[src/rtl/jt12_pg_pkg.sv]
// Shared constants, frequency entry type and slot-to-entry mapping for the
// JT12 phase-generator frequency scheduler.
package jt12_pg_pkg;

  localparam int unsigned NchDef = 6;
  localparam int unsigned NopDef = 4;

  localparam logic [7:0] AddrA0 = 8'hA0;
  localparam logic [7:0] AddrA4 = 8'hA4;
  localparam logic [7:0] AddrA8 = 8'hA8;
  localparam logic [7:0] AddrAc = 8'hAC;

  // Entries 0-5 are the normal channels, 6-8 the channel-3 special entries.
  localparam logic [3:0] SpecBase = 4'd6;

  typedef struct packed {
    logic [2:0]  block;
    logic [10:0] fnum;
  } freq_t;

  typedef logic [3:0] entry_t;

  // True for the three usable addresses of a 4-address group (xx0..xx2).
  function automatic logic in_group(logic [7:0] addr, logic [7:0] base);
    return (addr[7:2] == base[7:2]) && (addr[1:0] != 2'd3);
  endfunction

  // op0/op1/op2 of channel 2 use special entries A9/AA/A8; op3 stays normal.
  function automatic entry_t slot_entry(logic [2:0] ch, logic [1:0] op, logic ch3_mode);
    entry_t e;
    e = entry_t'(ch);
    if (ch3_mode && (ch == 3'd2) && (op != 2'd3)) begin
      case (op)
        2'd0:    e = SpecBase + 4'd1;
        2'd1:    e = SpecBase + 4'd2;
        default: e = SpecBase;
      endcase
    end
    return e;
  endfunction

endpackage

[src/rtl/jt12_pg_sched_if.sv]
// Register-write bus and slot output bundle of the phase-generator scheduler.
interface jt12_pg_sched_if;
  logic        clk_en;
  logic        wr;
  logic        part;
  logic [7:0]  addr;
  logic [7:0]  din;
  logic        ch3_mode;
  logic [2:0]  block;
  logic [10:0] fnum;
  logic [2:0]  ch;
  logic [1:0]  op;
  logic        zero;

  modport master (
    output clk_en, wr, part, addr, din, ch3_mode,
    input  block, fnum, ch, op, zero
  );

  modport slave (
    input  clk_en, wr, part, addr, din, ch3_mode,
    output block, fnum, ch, op, zero
  );
endinterface

[src/rtl/jt12_pg_freq_rf.sv]
// Frequency register file: six channel entries, high-byte latches and, with
// JT12_CH3_SPECIAL_EN defined, the three channel-3 special entries.
module jt12_pg_freq_rf
  import jt12_pg_pkg::*;
(
  input  logic       clk,
  input  logic       rst,
  input  logic       wr_i,
  input  logic       part_i,
  input  logic [7:0] addr_i,
  input  logic [7:0] din_i,
  input  entry_t     rd_idx_i,
  output freq_t      rd_o
);

  freq_t      norm_q [NchDef];
  logic [5:0] lat_q;
  logic [2:0] wr_idx;

  assign wr_idx = 3'(addr_i[1:0]) + (part_i ? 3'd3 : 3'd0);

  // Latch write and commit in one edge: the commit uses the previous latch.
  always_ff @(posedge clk) begin
    if (rst) begin
      for (int i = 0; i < int'(NchDef); i++) norm_q[i] <= '0;
      lat_q <= '0;
    end else if (wr_i) begin
      if (in_group(addr_i, AddrA4)) lat_q <= din_i[5:0];
      if (in_group(addr_i, AddrA0)) norm_q[wr_idx] <= {lat_q, din_i};
    end
  end

`ifdef JT12_CH3_SPECIAL_EN
  freq_t      spec_q [3];
  logic [5:0] lat_s_q;
  logic [3:0] spec_rd;

  assign spec_rd = rd_idx_i - SpecBase;

  always_ff @(posedge clk) begin
    if (rst) begin
      for (int i = 0; i < 3; i++) spec_q[i] <= '0;
      lat_s_q <= '0;
    end else if (wr_i && !part_i) begin
      if (in_group(addr_i, AddrAc)) lat_s_q <= din_i[5:0];
      if (in_group(addr_i, AddrA8)) spec_q[addr_i[1:0]] <= {lat_s_q, din_i};
    end
  end

  always_comb begin
    rd_o = '0;
    if (rd_idx_i < SpecBase) rd_o = norm_q[rd_idx_i[2:0]];
    else if (spec_rd < 4'd3) rd_o = spec_q[spec_rd[1:0]];
  end
`else
  always_comb begin
    rd_o = '0;
    if (rd_idx_i < SpecBase) rd_o = norm_q[rd_idx_i[2:0]];
  end
`endif

endmodule

[src/rtl/jt12_pg_sched.sv]
// JT12 frequency scheduler: walks 24 slots (ch inner, op outer) on clk_en and
// registers block/fnum for each. Macro JT12_CH3_SPECIAL_EN enables ch3 mode.
module jt12_pg_sched
  import jt12_pg_pkg::*;
#(
  parameter int unsigned NCH = NchDef,
  parameter int unsigned NOP = NopDef
) (
  input logic             clk,
  input logic             rst,
  jt12_pg_sched_if.slave  bus_io
);

  logic [2:0] ch_q, ch_d, out_ch_q, out_ch_d;
  logic [1:0] op_q, op_d, out_op_q, out_op_d;
  freq_t      out_freq_q, out_freq_d;
  logic       zero_q, zero_d;
  logic       ch3_eff;
  freq_t      slot_freq;

`ifdef JT12_CH3_SPECIAL_EN
  assign ch3_eff = bus_io.ch3_mode;
`else
  logic unused_ch3_mode;
  assign unused_ch3_mode = bus_io.ch3_mode;
  assign ch3_eff         = 1'b0;
`endif

  jt12_pg_freq_rf u_rf (
    .clk      (clk),
    .rst      (rst),
    .wr_i     (bus_io.wr),
    .part_i   (bus_io.part),
    .addr_i   (bus_io.addr),
    .din_i    (bus_io.din),
    .rd_idx_i (slot_entry(ch_q, op_q, ch3_eff)),
    .rd_o     (slot_freq)
  );

  always_comb begin
    ch_d       = ch_q;
    op_d       = op_q;
    out_ch_d   = out_ch_q;
    out_op_d   = out_op_q;
    out_freq_d = out_freq_q;
    zero_d     = zero_q;
    if (bus_io.clk_en) begin
      out_ch_d   = ch_q;
      out_op_d   = op_q;
      out_freq_d = slot_freq;
      zero_d     = (ch_q == 3'd0) && (op_q == 2'd0);
      if (ch_q == 3'(NCH - 1)) begin
        ch_d = '0;
        op_d = (op_q == 2'(NOP - 1)) ? 2'd0 : op_q + 2'd1;
      end else begin
        ch_d = ch_q + 3'd1;
      end
    end
  end

  always_ff @(posedge clk) begin
    if (rst) begin
      ch_q       <= '0;
      op_q       <= '0;
      out_ch_q   <= '0;
      out_op_q   <= '0;
      out_freq_q <= '0;
      zero_q     <= 1'b1;
    end else begin
      ch_q       <= ch_d;
      op_q       <= op_d;
      out_ch_q   <= out_ch_d;
      out_op_q   <= out_op_d;
      out_freq_q <= out_freq_d;
      zero_q     <= zero_d;
    end
  end

  assign bus_io.block = out_freq_q.block;
  assign bus_io.fnum  = out_freq_q.fnum;
  assign bus_io.ch    = out_ch_q;
  assign bus_io.op    = out_op_q;
  assign bus_io.zero  = zero_q;

endmodule

[src/flat_wrapper.sv]
// flat-port wrapper written by rule: the top's interface ports become plain ports
module jt12_pg_sched_flat import jt12_pg_pkg::*;
#(
  parameter int unsigned NCH = NchDef,
  parameter int unsigned NOP = NopDef
)
  (clk, rst, bus_io_clk_en, bus_io_wr, bus_io_part, bus_io_addr, bus_io_din, bus_io_ch3_mode, bus_io_block, bus_io_fnum, bus_io_ch, bus_io_op, bus_io_zero);
  jt12_pg_sched_if bus_io_i ();
  input logic clk;
  input logic rst;
  input wire logic [$bits(bus_io_i.clk_en)-1:0] bus_io_clk_en;
  input wire logic [$bits(bus_io_i.wr)-1:0] bus_io_wr;
  input wire logic [$bits(bus_io_i.part)-1:0] bus_io_part;
  input wire logic [$bits(bus_io_i.addr)-1:0] bus_io_addr;
  input wire logic [$bits(bus_io_i.din)-1:0] bus_io_din;
  input wire logic [$bits(bus_io_i.ch3_mode)-1:0] bus_io_ch3_mode;
  output wire logic [$bits(bus_io_i.block)-1:0] bus_io_block;
  output wire logic [$bits(bus_io_i.fnum)-1:0] bus_io_fnum;
  output wire logic [$bits(bus_io_i.ch)-1:0] bus_io_ch;
  output wire logic [$bits(bus_io_i.op)-1:0] bus_io_op;
  output wire logic [$bits(bus_io_i.zero)-1:0] bus_io_zero;
  assign bus_io_i.clk_en = bus_io_clk_en;
  assign bus_io_i.wr = bus_io_wr;
  assign bus_io_i.part = bus_io_part;
  assign bus_io_i.addr = bus_io_addr;
  assign bus_io_i.din = bus_io_din;
  assign bus_io_i.ch3_mode = bus_io_ch3_mode;
  assign bus_io_block = bus_io_i.block;
  assign bus_io_fnum = bus_io_i.fnum;
  assign bus_io_ch = bus_io_i.ch;
  assign bus_io_op = bus_io_i.op;
  assign bus_io_zero = bus_io_i.zero;
  jt12_pg_sched #(.NCH(NCH), .NOP(NOP)) u_core (.clk(clk), .rst(rst), .bus_io(bus_io_i));
endmodule
[config.mk]
export PLATFORM = sky130hd
export DESIGN_NAME = jt12_pg_sched_flat
export DESIGN_NICKNAME = d
export VERILOG_FILES = /design/src/rtl/jt12_pg_pkg.sv /design/src/rtl/jt12_pg_sched_if.sv /design/src/rtl/jt12_pg_freq_rf.sv /design/src/rtl/jt12_pg_sched.sv /design/src/flat_wrapper.sv
export SDC_FILE = /design/constraint.sdc
export NUM_CORES = 1
export LEC_CHECK = 0
export CORE_UTILIZATION = 45
export DETAILED_ROUTE_END_ITERATION = 16
export DONT_BUFFER_PORTS = 1
export PLACE_DENSITY_LB_ADDON = 0.08
export SLEW_MARGIN = 10
export SYNTH_ARGS = -nofsm -noshare
export SYNTH_HDL_FRONTEND = slang
export SYNTH_SLANG_ARGS = --single-unit
[constraint.sdc]
create_clock -name clk -period 4.35 [get_ports clk]
set_input_delay 0.6525 -clock clk [delete_from_list [all_inputs] [get_ports clk]]
set_output_delay 0.6525 -clock clk [all_outputs]
set_load 0.01 [all_outputs]
==> results of run 1 <==
-- cell families after synthesis --
| logic type | after synthesis | synth area share [%] |
|---|---|---|
| AND/OR/NAND/NOR | 172 | 16.2 |
| flip-flops | 146 | 64.5 |
| multiplexers | 53 | 11.7 |
| XOR/XNOR | 1 | 0.140 |
| buffers and inverters | 28 | 3.01 |
| adder cells (fa/ha/maj) | 4 | 0.918 |
| AO/OA/AOI/OAI | 35 | 3.51 |
-- cell type report --
| cell class | count | area [um^2] |
|---|---|---|
| fill | 1165 | 6490 |
| sequential | 146 | 4050 |
| multi-input combinational | 265 | 2040 |
| clock buffer | 21 | 440 |
| tap | 176 | 220 |
| clock inverter | 11 | 90.1 |
| timing repair buffer | 8 | 60.1 |
| inverter | 4 | 15.0 |
-- power by group through the flow --
| stage | sequential (mW) | clock [mW] | combinational, mW |
|---|---|---|---|
| global route | 1.60 | 1.39 | 0.177 |
| floorplan | 1.59 | 0 | 0.158 |
| detailed placement | 1.62 | 0 | 0.163 |
| global placement | 1.62 | 0 | 0.162 |
| CTS | 1.59 | 1.34 | 0.164 |
| finish | 1.59 | 1.32 | 0.161 |
-- registers in the layout (all words and copies together), names as in the netlist, named ones only --
register / count
u_core.bus_io.ch: 3
u_core.u_rf.lat_q: 6
u_core.bus_io.fnum: 11
u_core.u_rf.norm_q: 112
u_core.bus_io.block: 3
u_core.bus_io.op: 2
u_core.op_q: 2
u_core.ch_q: 3
u_core.bus_io.zero: 1
-- cells in the mapped netlist, types with 2 or more instances --
cell,n
or2_2,5
buf_12,2
nand3_1,15
a22oi_1,14
inv_1,3
dfxtp_1,34
buf_6,4
nor2b_1,2
a21oi_1,19
nor3_2,2
clkbuf_1,11
nor3_1,2
buf_2,4
edfxtp_1,112
mux4_1,7
nand2b_1,14
mux4_2,7
nor2_1,18
and2_1,84
nand2_1,18
ha_1,3
mux2i_1,39
-- worst max path at each step --
| stage | slack [ps] | to | cells past startpoint |
|---|---|---|---|
| 2_1_floorplan | 1750 | u_core.u_rf.norm_q[4][0] | 6 |
| 3_3_place_gp | 1360 | u_core.u_rf.norm_q[3][6] | 4 |
| 3_5_place_dp | 1340 | u_core.u_rf.norm_q[3][7] | 4 |
| 4_1_cts | 1770 | u_core.u_rf.norm_q[3][5] | 4 |
| 5_1_grt | 1670 | u_core.u_rf.norm_q[3][5] | 4 |
| 6_report | 1800 | u_core.u_rf.norm_q[3][5] | 4 |
-- per-layer routing --
layer / vias to the layer above / share of wire (%) / GRT usage [%]
met2: 90 / 51 / 33.4
met1: 1658 / 43 / 24.7
met5: - / 0 / 0
met4: 0 / 1.2 / 7.03
li1: 1621 / - / -
met3: 12 / 5.3 / 5.32
-- critical path: stages --
cell and delay [ps]:
and4bb_2 320, and4_1 660, and4b_4 520, or2_2 440
==> summary.md, run 1 <==
| Metric | Value |
|---|---|
| Slew @ Worst Pin | `between 900 and 1000 ps` |
| CTS Buf Count | `17` |
| Clk_lat worst skew | `between 400 and 500 ps` |
| Area delta synth->final | `10.2%` |
| Setup TNS | `0 ps` |
| # DRC | `0` |
| Initial antenna violation count | `0` |
| Final setup margin | `around 1800 ps` |
| Maximum VDD drop | `0.250 mV` |
| Clock power frac | `a little over two fifths` |
| Hold Fails Final Rpt | `0` |
| CTS Hold Buffers Added | `0` |
| Die area | `between 10,000 and 15,000 um^2` |
| Syn nets | `465` |
| Worst reg2reg endpoint | `u_core.bus_io.fnum[4]` |
| Setup Buffers After CTS | `0` |
| Final Net Count | `~470` |
| Diodes inserted | `0` |
| Most frequent cells in the layout | `112 x edfxtp_1, 84 x and2_1, 39 x mux2i_1` |
| Synth warn | `0` |
| Setup crit start | `bus_io_addr[6]` |
| Reg2Reg Setup Slack | `~2200 ps` |
| Finished Layout Cells | `631` |
| Max Freq | `393 MHz` |
| Critical path arrival | `2610 ps` |
| Crit path launch type | `input pin` |
| Hold_sp | `rst` |
| Status | `finished clean` |
| Setup CP Type | `input pin to register` |
| DR pass1 iterations | `4` |
| CTS tree | `yes` |
| Root cell of the clock tree | `clkbuf_16` |
| Number of synthesized flops with an enable pin | `roughly 110` |
| H-tree depth | `4` |
| Worst clock skew | `about 10 ps` |
| Core Util, Final | `around half` |
| Synth Instances | `roughly 440` |
| Synth area leaders | `edfxtp_1 54%, dfxtp_1 11%, and2_1 8.4%, mux2i_1 6.2%, mux4_1 2.9%` |
| DRT iter0 DRCs | `roughly 140` |
| Top-area cell type share of the netlist area | `53.7%` |
| Setup WS pre-CTS | `between 1000 and 1500 ps` |
| Placed instance count | `599` |
| #FFs+latches synth | `between 100 and 150` |
| Core footprint | `roughly 13,000 um^2` |
| Hold Path Class | `input pin to register` |
| PortBufs | `0` |
| Final setup fails | `0` |
| Predominant post-synthesis flop cell | `edfxtp_1` |
| Initial Util | `46.8%` |
| Slew headroom | `about 37%` |
| Vias per cell | `5.36` |
| Worst Path Required | `roughly 4400 ps` |
| Sequential area share after synthesis | `roughly 65%` |
| Psw | `about 0.66 mW` |
| Fraction of layout cells with a size suffix above 1 | `12.5%` |
| Post-route ant nets | `0` |
| Total power | `about 3 mW` |
| Die span in y | `120 um` |
| Largest net degree at the start of global routing | `40` |
| RSZ-0062 raised after global routing | `false` |
| Internal | `~2.4 mW` |
| Via Count | `roughly 3,400` |
| Sw frac | `21.6%` |
| Worst Setup End Kind | `register` |
| Clock transition at the registers of the reported paths | `roughly 60 ps` |
| FFs w/ async S/R, synth | `0%` |
| Worst Hold Path EP | `u_core.bus_io.fnum[0]` |
| Comb power frac | `5.3%` |
| Gp weighted congestion | `0.735` |
| Core Rows | `42` |
| Mean Syn Cell Area | `~14 um^2` |
| Max-Cap Viols | `0` |
| CTS max path bufs | `2` |
| Hold WS | `between 300 and 400 ps` |
| Final Cycle Share | `between 50% and 60%` |
| Die W | `between 100 and 150 um` |
| Total GRT Usage | `19.9%` |
| Power per cell area | `443 nW/um^2` |
| Hold Crit Depth | `1` |
| Max Slew Vio Count | `0` |
| Gr ovfl total | `0` |
| Worst-path fanout max | `17` |
| Area leader, netlist | `edfxtp_1` |
| Total Wirelength | `roughly 13,000 um` |
| Post-DP HPWL | `slightly below 8000 um` |
| Flop pwr share | `51.8%` |
| R2R cell count | `5` |
| Post-DP Area | `approximately 6400 um^2` |
| Finished Cell Area | `between 6000 and 7000 um^2` |
| Io pins | `42` |
| Vias in the first global route | `~3,500` |
| First-pass GRT wire length | `20,100 um` |
| Avg WL per Cell | `20.8 um` |
| Synth unique cells | `between 40 and 50` |
| PostCTS Resize Cnt | `0` |
| Clock tree sinks | `roughly 150` |
| Cell area after synthesis | `approximately 6300 um^2` |
| Final min period | `~2500 ps` |
| Lkg Pwr | `between 2 and 2.5 nW` |
| Commonest non-fill, non-tap cell in the layout | `edfxtp_1` |
Power figures use the tool's default switching activity.
==> run 2: changes to the inputs <==
--- a/config.mk
+++ b/config.mk
@@ -5,6 +5,7 @@
 export SDC_FILE = /design/constraint.sdc
 export NUM_CORES = 1
 export LEC_CHECK = 0
+export ABC_AREA = 1
 export CORE_UTILIZATION = 45
 export DETAILED_ROUTE_END_ITERATION = 16
 export DONT_BUFFER_PORTS = 1
==> constraint.sdc (replaced) <==
create_clock -name clk -period 2.4 [get_ports clk]
set_input_delay 0.36 -clock clk [delete_from_list [all_inputs] [get_ports clk]]
set_output_delay 0.36 -clock clk [all_outputs]
set_load 0.01 [all_outputs]
==> summary.md, run 2 <==
| Metric | Value |
|---|---|
| Comb power frac | `6.5% (was 5.3%)` |
| Max Slew Vio Count | `0 (unchanged)` |
| Via Count | `4,497 (was 3,381)` |
| Vias per cell | `5.07 (was 5.36)` |
| Max-Cap Viols | `0 (unchanged)` |
| Psw | `1.35 mW (was 0.663 mW)` |
| Finished Layout Cells | `887 (was 631)` |
| Final Cycle Share | `roughly 69%` |
| Clock power frac | `44.3% (was 42.9%)` |
| Total Wirelength | `14,200 um (was 13,100 um)` |
| Worst-path fanout max | `14 (was 17)` |
| DR pass1 iterations | `4 (unchanged)` |
| Worst Path Required | `2530 ps (was 4410 ps)` |
| Core Rows | `43 (was 42)` |
| Avg WL per Cell | `16.1 um (was 20.8 um)` |
| Die area | `14,900 um^2 (was 14,400 um^2)` |
| Final Net Count | `720 (was 468)` |
| PortBufs | `0 (unchanged)` |
| Crit path launch type | `input pin (unchanged)` |
| Syn nets | `711 (was 465)` |
| Initial Util | `46.4% (was 46.8%)` |
| PostCTS Resize Cnt | `0 (unchanged)` |
| Io pins | `42 (unchanged)` |
| Area delta synth->final | `12.6% (was 10.2%)` |
| Internal | `4.44 mW (was 2.40 mW)` |
| Max FFs per register | `112 (unchanged)` |
| Die W | `122 um (was 120 um)` |
| Critical path arrival | `1800 ps (was 2610 ps)` |
| Area leader, netlist | `edfxtp_1 (unchanged)` |
| Gp weighted congestion | `0.760 (was 0.735)` |
| Hold Path Class | `input pin to register (unchanged)` |
| Flop pwr share | `49.2% (was 51.8%)` |
| Post-route ant nets | `0 (unchanged)` |
| CTS Buf Count | `17 (unchanged)` |
| Most frequent cells in the layout | `231 x nand2_1, 112 x edfxtp_1, 90 x nor2_1 (was 112 x edfxtp_1, 84 x and2_1, 39 x mux2i_1)` |
| Placed instance count | `853 (was 599)` |
| H-tree depth | `4 (unchanged)` |
| Total power | `5.79 mW (was 3.06 mW)` |
| Top-area cell type share of the netlist area | `52.0% (was 53.7%)` |
| Setup crit start | `bus_io_addr[0] (was bus_io_addr[6])` |
| Power per cell area | `794 nW/um^2 (was 443 nW/um^2)` |
| Synth top cells by count | `231 x nand2_1, 112 x edfxtp_1, 90 x nor2_1 (was 112 x edfxtp_1, 84 x and2_1, 39 x mux2i_1)` |
| Synth unique cells | `24 (was 42)` |
| Diodes inserted | `0 (unchanged)` |
| Clock tree sinks | `146 (unchanged)` |
| # DRC | `0 (unchanged)` |
| Commonest non-fill, non-tap cell in the layout | `nand2_1 (was edfxtp_1)` |
| Hold_sp | `bus_io_clk_en (was rst)` |
| Fillers | `1,266 (was 1,165)` |
| Final setup fails | `0 (unchanged)` |
| Core footprint | `13,900 um^2 (was 13,400 um^2)` |
| DRT iter0 DRCs | `268 (was 136)` |
| Lkg Pwr | `3.01 nW (was 2.41 nW)` |
| Total GRT Usage | `21.0% (was 19.9%)` |
| Number of synthesized flops with an enable pin | `112 (unchanged)` |
| First-pass GRT wire length | `22,600 um (was 20,100 um)` |
| Most flops, register | `u_core.u_rf.norm_q (unchanged)` |
| Slowest cell on crit path | `fa_1 (was and4_1)` |
| Gr ovfl total | `0 (unchanged)` |
| Die span in y | `122 um (was 120 um)` |
| Clk_lat worst skew | `430 ps (was 420 ps)` |
| Mean Syn Cell Area | `9.44 um^2 (was 14.3 um^2)` |
| CTS tree | `yes (unchanged)` |
| Worst clock skew | `8.10 ps (was 10.1 ps)` |
| Status | `finished clean (unchanged)` |
| Synth warn | `0 (unchanged)` |
| Slew @ Worst Pin | `656 ps (was 948 ps)` |
| CTS max path bufs | `2 (unchanged)` |
| Count leader, synth | `nand2_1 (was edfxtp_1)` |
| Slew headroom | `56.3% (was 36.8%)` |
| Vias in the first global route | `4,433 (was 3,505)` |
| Setup CP Type | `input pin to register (unchanged)` |
| Worst Setup End Kind | `register (unchanged)` |
| Fraction of layout cells with a size suffix above 1 | `10.6% (was 12.5%)` |
| Sequential area share after synthesis | `62.5% (was 64.5%)` |
| Largest net degree at the start of global routing | `57 (was 40)` |
| Critical Path Max Stage Delay | `470 ps (was 660 ps)` |
| Synth area leaders | `edfxtp_1 52%, nand2_1 13%, dfxtp_1 11%, nor2_1 5.2%, nand3_1 4.5% (was edfxtp_1 54%, dfxtp_1 11%, and2_1 8.4%, mux2i_1 6.2%, mux4_1 2.9%)` |
| Hold Fails Final Rpt | `0 (unchanged)` |
| Synth Instances | `685 (was 439)` |
| RSZ-0062 raised after global routing | `false (unchanged)` |
| Final min period | `between 1500 and 2000 ps` |
| Root cell of the clock tree | `clkbuf_16 (unchanged)` |
| FFs w/ async S/R, synth | `0% (unchanged)` |
| #FFs+latches synth | `146 (unchanged)` |
| Setup TNS | `0 ps (unchanged)` |
| Cell area after synthesis | `6470 um^2 (was 6270 um^2)` |
| Worst-path cell chain | `ha_1, fa_1, inv_1, nor2_4, nand2_1, nor2_1, buf_12 (was and4bb_2, and4_1, and4b_4, or2_2)` |
| Initial antenna violation count | `0 (unchanged)` |
| Maximum VDD drop | `0.472 mV (was 0.250 mV)` |
| Post-DP HPWL | `9160 um (was 7930 um)` |
| Predominant post-synthesis flop cell | `edfxtp_1 (unchanged)` |
| Clock transition at the registers of the reported paths | `60 ps (about the same)` |
| Sw frac | `23.3% (was 21.6%)` |
| Max Freq | `roughly 600 MHz` |
-- run 2: cell types whose count changed in the layout (fill, tap and decap cells not counted), sizes merged, moves of 39 or more --
cell,delta
and2,-84
inv,+57
nor2,+78
nand2,+223
mux2i,-39
nand3,+48
-- run 2: worst max-delay path, delay by kind of cell --
kind,cells,cell delay (ps)
and+or+nand+nor,3,450
buffers and inverters,2,310
adders and majority gates,2,650
-- run 2: power by group through the flow --
stage,combinational [mW],sequential (mW),clock [mW]
after global placement,0.362,2.90,0
after global routing,0.429,2.86,2.69
after detailed placement,0.368,2.90,0
final,0.374,2.85,2.57
after CTS,0.377,2.85,2.59
after floorplan,0.285,2.89,0
-- run 2: through the flow --
stage	utilization, %	area (um^2)	worst slack, ps	hold WS (ps)
4_1_cts	52.3	7290	733	8.57
6_report	52.3	7290	736	19.2
5_1_grt	52.3	7290	597	5.15
3_5_place_dp	48.0	6690	290	434
3_3_place_gp	48.0	6690	308	432
2_1_floorplan	-	6470	22.6	455
-- run 2: worst paths after layout --
path,endpoint,slack [ps],cells past startpoint
worst max register to register,u_core.bus_io.fnum[0],750,8
worst min-delay path,u_core.bus_io.ch[1],20,1
worst max-delay path,u_core.u_rf.norm_q[7][7],740,7
worst min register to register,u_core.u_rf.lat_q[5],500,2
-- run 2: cell families (layout without fill, tap and decap cells) --
kind of cell,count (synthesis),in the layout,share of synthesized area (%)
and+or+nand+nor,403,403,27.3
DFF,146,146,62.5
buffers and inverters,93,115,6.27
AOI/OAI and AO/OA,39,39,3.06
adders and majority gates,4,4,0.890
-- run 2: final cells by class --
class	instances	area [um^2]	area share, %
multi-input combinational	446	2020	27.7
tap	180	225	3.09
timing repair buffer	22	195	2.68
inverter	61	229	3.14
clock inverter	13	139	1.91
sequential	146	4050	55.5
clock buffer	19	433	5.94
-- run 2: per-layer routing --
metal / vias to the layer above / GRT usage (%) / share of wire, %
met5: - / 0 / 0
li1: 2225 / - / -
met1: 2139 / 25.7 / 42
met2: 115 / 36.1 / 51
met4: 0 / 7.56 / 1.4
met3: 18 / 4.73 / 5.1
-- run 2: repair_timing --
item,CTS,global route
hold buffers,2,0
hold endpoints to repair,13,0
buffers inserted,0,0
==> run 3: changes to the inputs <==
--- a/config.mk
+++ b/config.mk
@@ -5,7 +5,7 @@
 export SDC_FILE = /design/constraint.sdc
 export NUM_CORES = 1
 export LEC_CHECK = 0
-export ABC_AREA = 1
+export ABC_AREA = 0
 export CORE_UTILIZATION = 45
 export DETAILED_ROUTE_END_ITERATION = 16
 export DONT_BUFFER_PORTS = 1
==> constraint.sdc (replaced) <==
create_clock -name clk -period 1.4 [get_ports clk]
set_input_delay 0.21 -clock clk [delete_from_list [all_inputs] [get_ports clk]]
set_output_delay 0.21 -clock clk [all_outputs]
set_load 0.01 [all_outputs]
==> summary.md, run 3 (synthesized netlist as in run 1, its figures left out) <==
| Metric | Value |
|---|---|
| Slew @ Worst Pin | `359 ps (was 656 ps)` |
| Root cell of the clock tree | `clkbuf_16 (unchanged)` |
| Hold Path Class | `input pin to register (unchanged)` |
| Setup WS pre-CTS | `-606 ps (was 290 ps)` |
| Gp weighted congestion | `0.750 (was 0.760)` |
| Via Count | `3,645 (was 4,497)` |
| Post-DP HPWL | `8900 um (was 9160 um)` |
| RSZ-0062 raised after global routing | `true (was false)` |
| Largest net degree at the start of global routing | `45 (was 57)` |
| Maximum VDD drop | `0.855 mV (was 0.472 mV)` |
| Most frequent cells in the layout | `112 x edfxtp_1, 77 x and2_1, 37 x mux2i_1 (was 231 x nand2_1, 112 x edfxtp_1, 90 x nor2_1)` |
| Lkg Pwr | `2.79 nW (was 3.01 nW)` |
| Clk_lat worst skew | `410 ps (was 430 ps)` |
| Final min period | `~1500 ps` |
| Diodes inserted | `0 (unchanged)` |
| Final setup margin | `-126 ps (was 736 ps)` |
| Critical Path Max Stage Delay | `540 ps (was 470 ps)` |
| Violations in the final reports | `negative hold slack, negative setup slack` |
| Max FFs per register | `112 (unchanged)` |
| DR pass1 iterations | `7 (was 4)` |
| Setup TNS | `-7840 ps (was 0 ps)` |
| Initial Util | `46.8% (was 46.4%)` |
| Status | `finished with violations (was finished clean)` |
| CTS Hold Buffers Added | `14 (was 2)` |
| Crit path launch type | `register (was input pin)` |
| Most flops, register | `u_core.u_rf.norm_q (unchanged)` |
| DRT iter0 DRCs | `281 (was 268)` |
| Clock transition at the registers of the reported paths | `60 ps (about the same)` |
| Vias per cell | `5.34 (was 5.07)` |
| Critical path arrival | `1830 ps (was 1800 ps)` |
| Finished Layout Cells | `683 (was 887)` |
| Die W | `120 um (was 122 um)` |
| Worst Setup End Kind | `register (unchanged)` |
| Commonest non-fill, non-tap cell in the layout | `edfxtp_1 (was nand2_1)` |
| CTS Buf Count | `17 (unchanged)` |
| Finished Cell Area | `7800 um^2 (was 7290 um^2)` |
| Post-DP Area | `6710 um^2 (was 6690 um^2)` |
| CTS tree | `yes (unchanged)` |
| Worst Path Required | `1710 ps (was 2530 ps)` |
| Worst-path cell chain | `buf_12, mux4_2, nand2b_4, nand3_2, a21oi_1 (was ha_1, fa_1, inv_1, nor2_4, nand2_1, nor2_1, buf_12)` |
| Max Slew Vio Count | `0 (unchanged)` |
| Clock tree sinks | `146 (unchanged)` |
| # DRC | `0 (unchanged)` |
| Core footprint | `13,400 um^2 (was 13,900 um^2)` |
| Max Freq | `~660 MHz` |
| Avg WL per Cell | `21.3 um (was 16.1 um)` |
| Worst clock skew | `7.31 ps (was 8.10 ps)` |
| Final Net Count | `520 (was 720)` |
| H-tree depth | `4 (unchanged)` |
| Core Util, Final | `58.2% (was 52.3%)` |
| Core Rows | `42 (was 43)` |
| Hold Fails Final Rpt | `27 (was 0)` |
| First-pass GRT wire length | `22,200 um (was 22,600 um)` |
| Hold WS | `-139 ps (was 19.2 ps)` |
| Die span in y | `120 um (was 122 um)` |
| Max-Cap Viols | `0 (unchanged)` |
| Slew headroom | `76.1% (was 56.3%)` |
| Area delta synth->final | `24.4% (was 12.6%)` |
| Die area | `14,400 um^2 (was 14,900 um^2)` |
| Slowest cell on crit path | `mux4_2 (was fa_1)` |
| Worst-path fanout max | `7 (was 14)` |
| Total GRT Usage | `21.9% (was 21.0%)` |
| Final setup fails | `120 (was 0)` |
| PortBufs | `0 (unchanged)` |
| Vias in the first global route | `3,773 (was 4,433)` |
| Final Cycle Share | `109%` |
| Gr ovfl total | `0 (unchanged)` |
| Placed instance count | `625 (was 853)` |
| Post-route ant nets | `0 (unchanged)` |
| Total power | `10.0 mW (was 5.79 mW)` |
| Power per cell area | `1280 nW/um^2 (was 794 nW/um^2)` |
| Io pins | `42 (unchanged)` |
| Total Wirelength | `14,600 um (was 14,200 um)` |
| CTS max path bufs | `2 (unchanged)` |
| Fraction of layout cells with a size suffix above 1 | `29.0% (was 10.6%)` |
| Setup CP Type | `register to register (was input pin to register)` |
| Initial antenna violation count | `0 (unchanged)` |
[run 3: changes by cell type in the layout (fill, tap and decap cells not counted), moves of 11 or more]
cell           previous run  this run
a21oi_1                  24        11
a22oi_1                   0        11
and2_1                    0        77
dlygate4sd3_1             2        14
inv_1                    59         3
mux2i_1                   0        37
mux4_2                    0        14
nand2_1                 231        17
nand2b_4                  0        11
nand3_1                  58         4
nor2_1                   90        16
o21ai_0                  14         0
[run 3: path summary, 6_finish.rpt]
check / from / to / slack [ps] / depth (start not counted)
worst max-delay path: register / u_core.bus_io.fnum[10] / -130 / 5
worst min-delay path: rst / u_core.u_rf.lat_q[1] / -140 / 1
worst max register to register: register / u_core.bus_io.fnum[10] / -130 / 5
worst min register to register: u_core.bus_io.block[2] / u_core.bus_io.block[2] / 500 / 2
[run 3: final cells by class]
type,instances,area [um^2]
Tap cell,176,220
Sequential cell,146,4050
Clock inverter,7,83.8
Timing Repair Buffer,55,598
Inverter,4,15.0
Clock buffer,25,455
Fill cell,1066,5600
Multi-Input combinational cell,270,2380
[run 3: what timing repair did]
item / CTS / global route
endpoints found under the hold margin: 72 / 27
setup endpoints to repair: 168 / 169
resized for setup: 43 / 28
setup buffers: 1 / 5
cloned: 7 / 1
pin swaps: 17 / 6
[run 3: routing by layer]
layer  vias to the layer above  GRT usage (%)  part of all wire (%)
li1                       1727              -                     -
met1                      1818           28.0                    44
met2                        81           35.8                    50
met3                        19           5.70                   4.5
met4                         0           8.13                   1.6
met5                         -              0                     0
[run 3: power breakdown]
group / internal [mW] / switching, mW / leakage (nW)
Combinational: 0.473 / 0.422 / 1.23
Sequential: 4.80 / 0.0972 / 1.30
Clock: 2.60 / 1.61 / 0.264
Total: 7.87 / 2.13 / 2.79
[run 3: critical path: cells and delay by family (launching register included)]
family	cells	cell delay [ps]
buffers and inverters	1	150
DFF	1	420
muxes	1	540
and+or+nand+nor	2	250
AOI/OAI and AO/OA	1	50
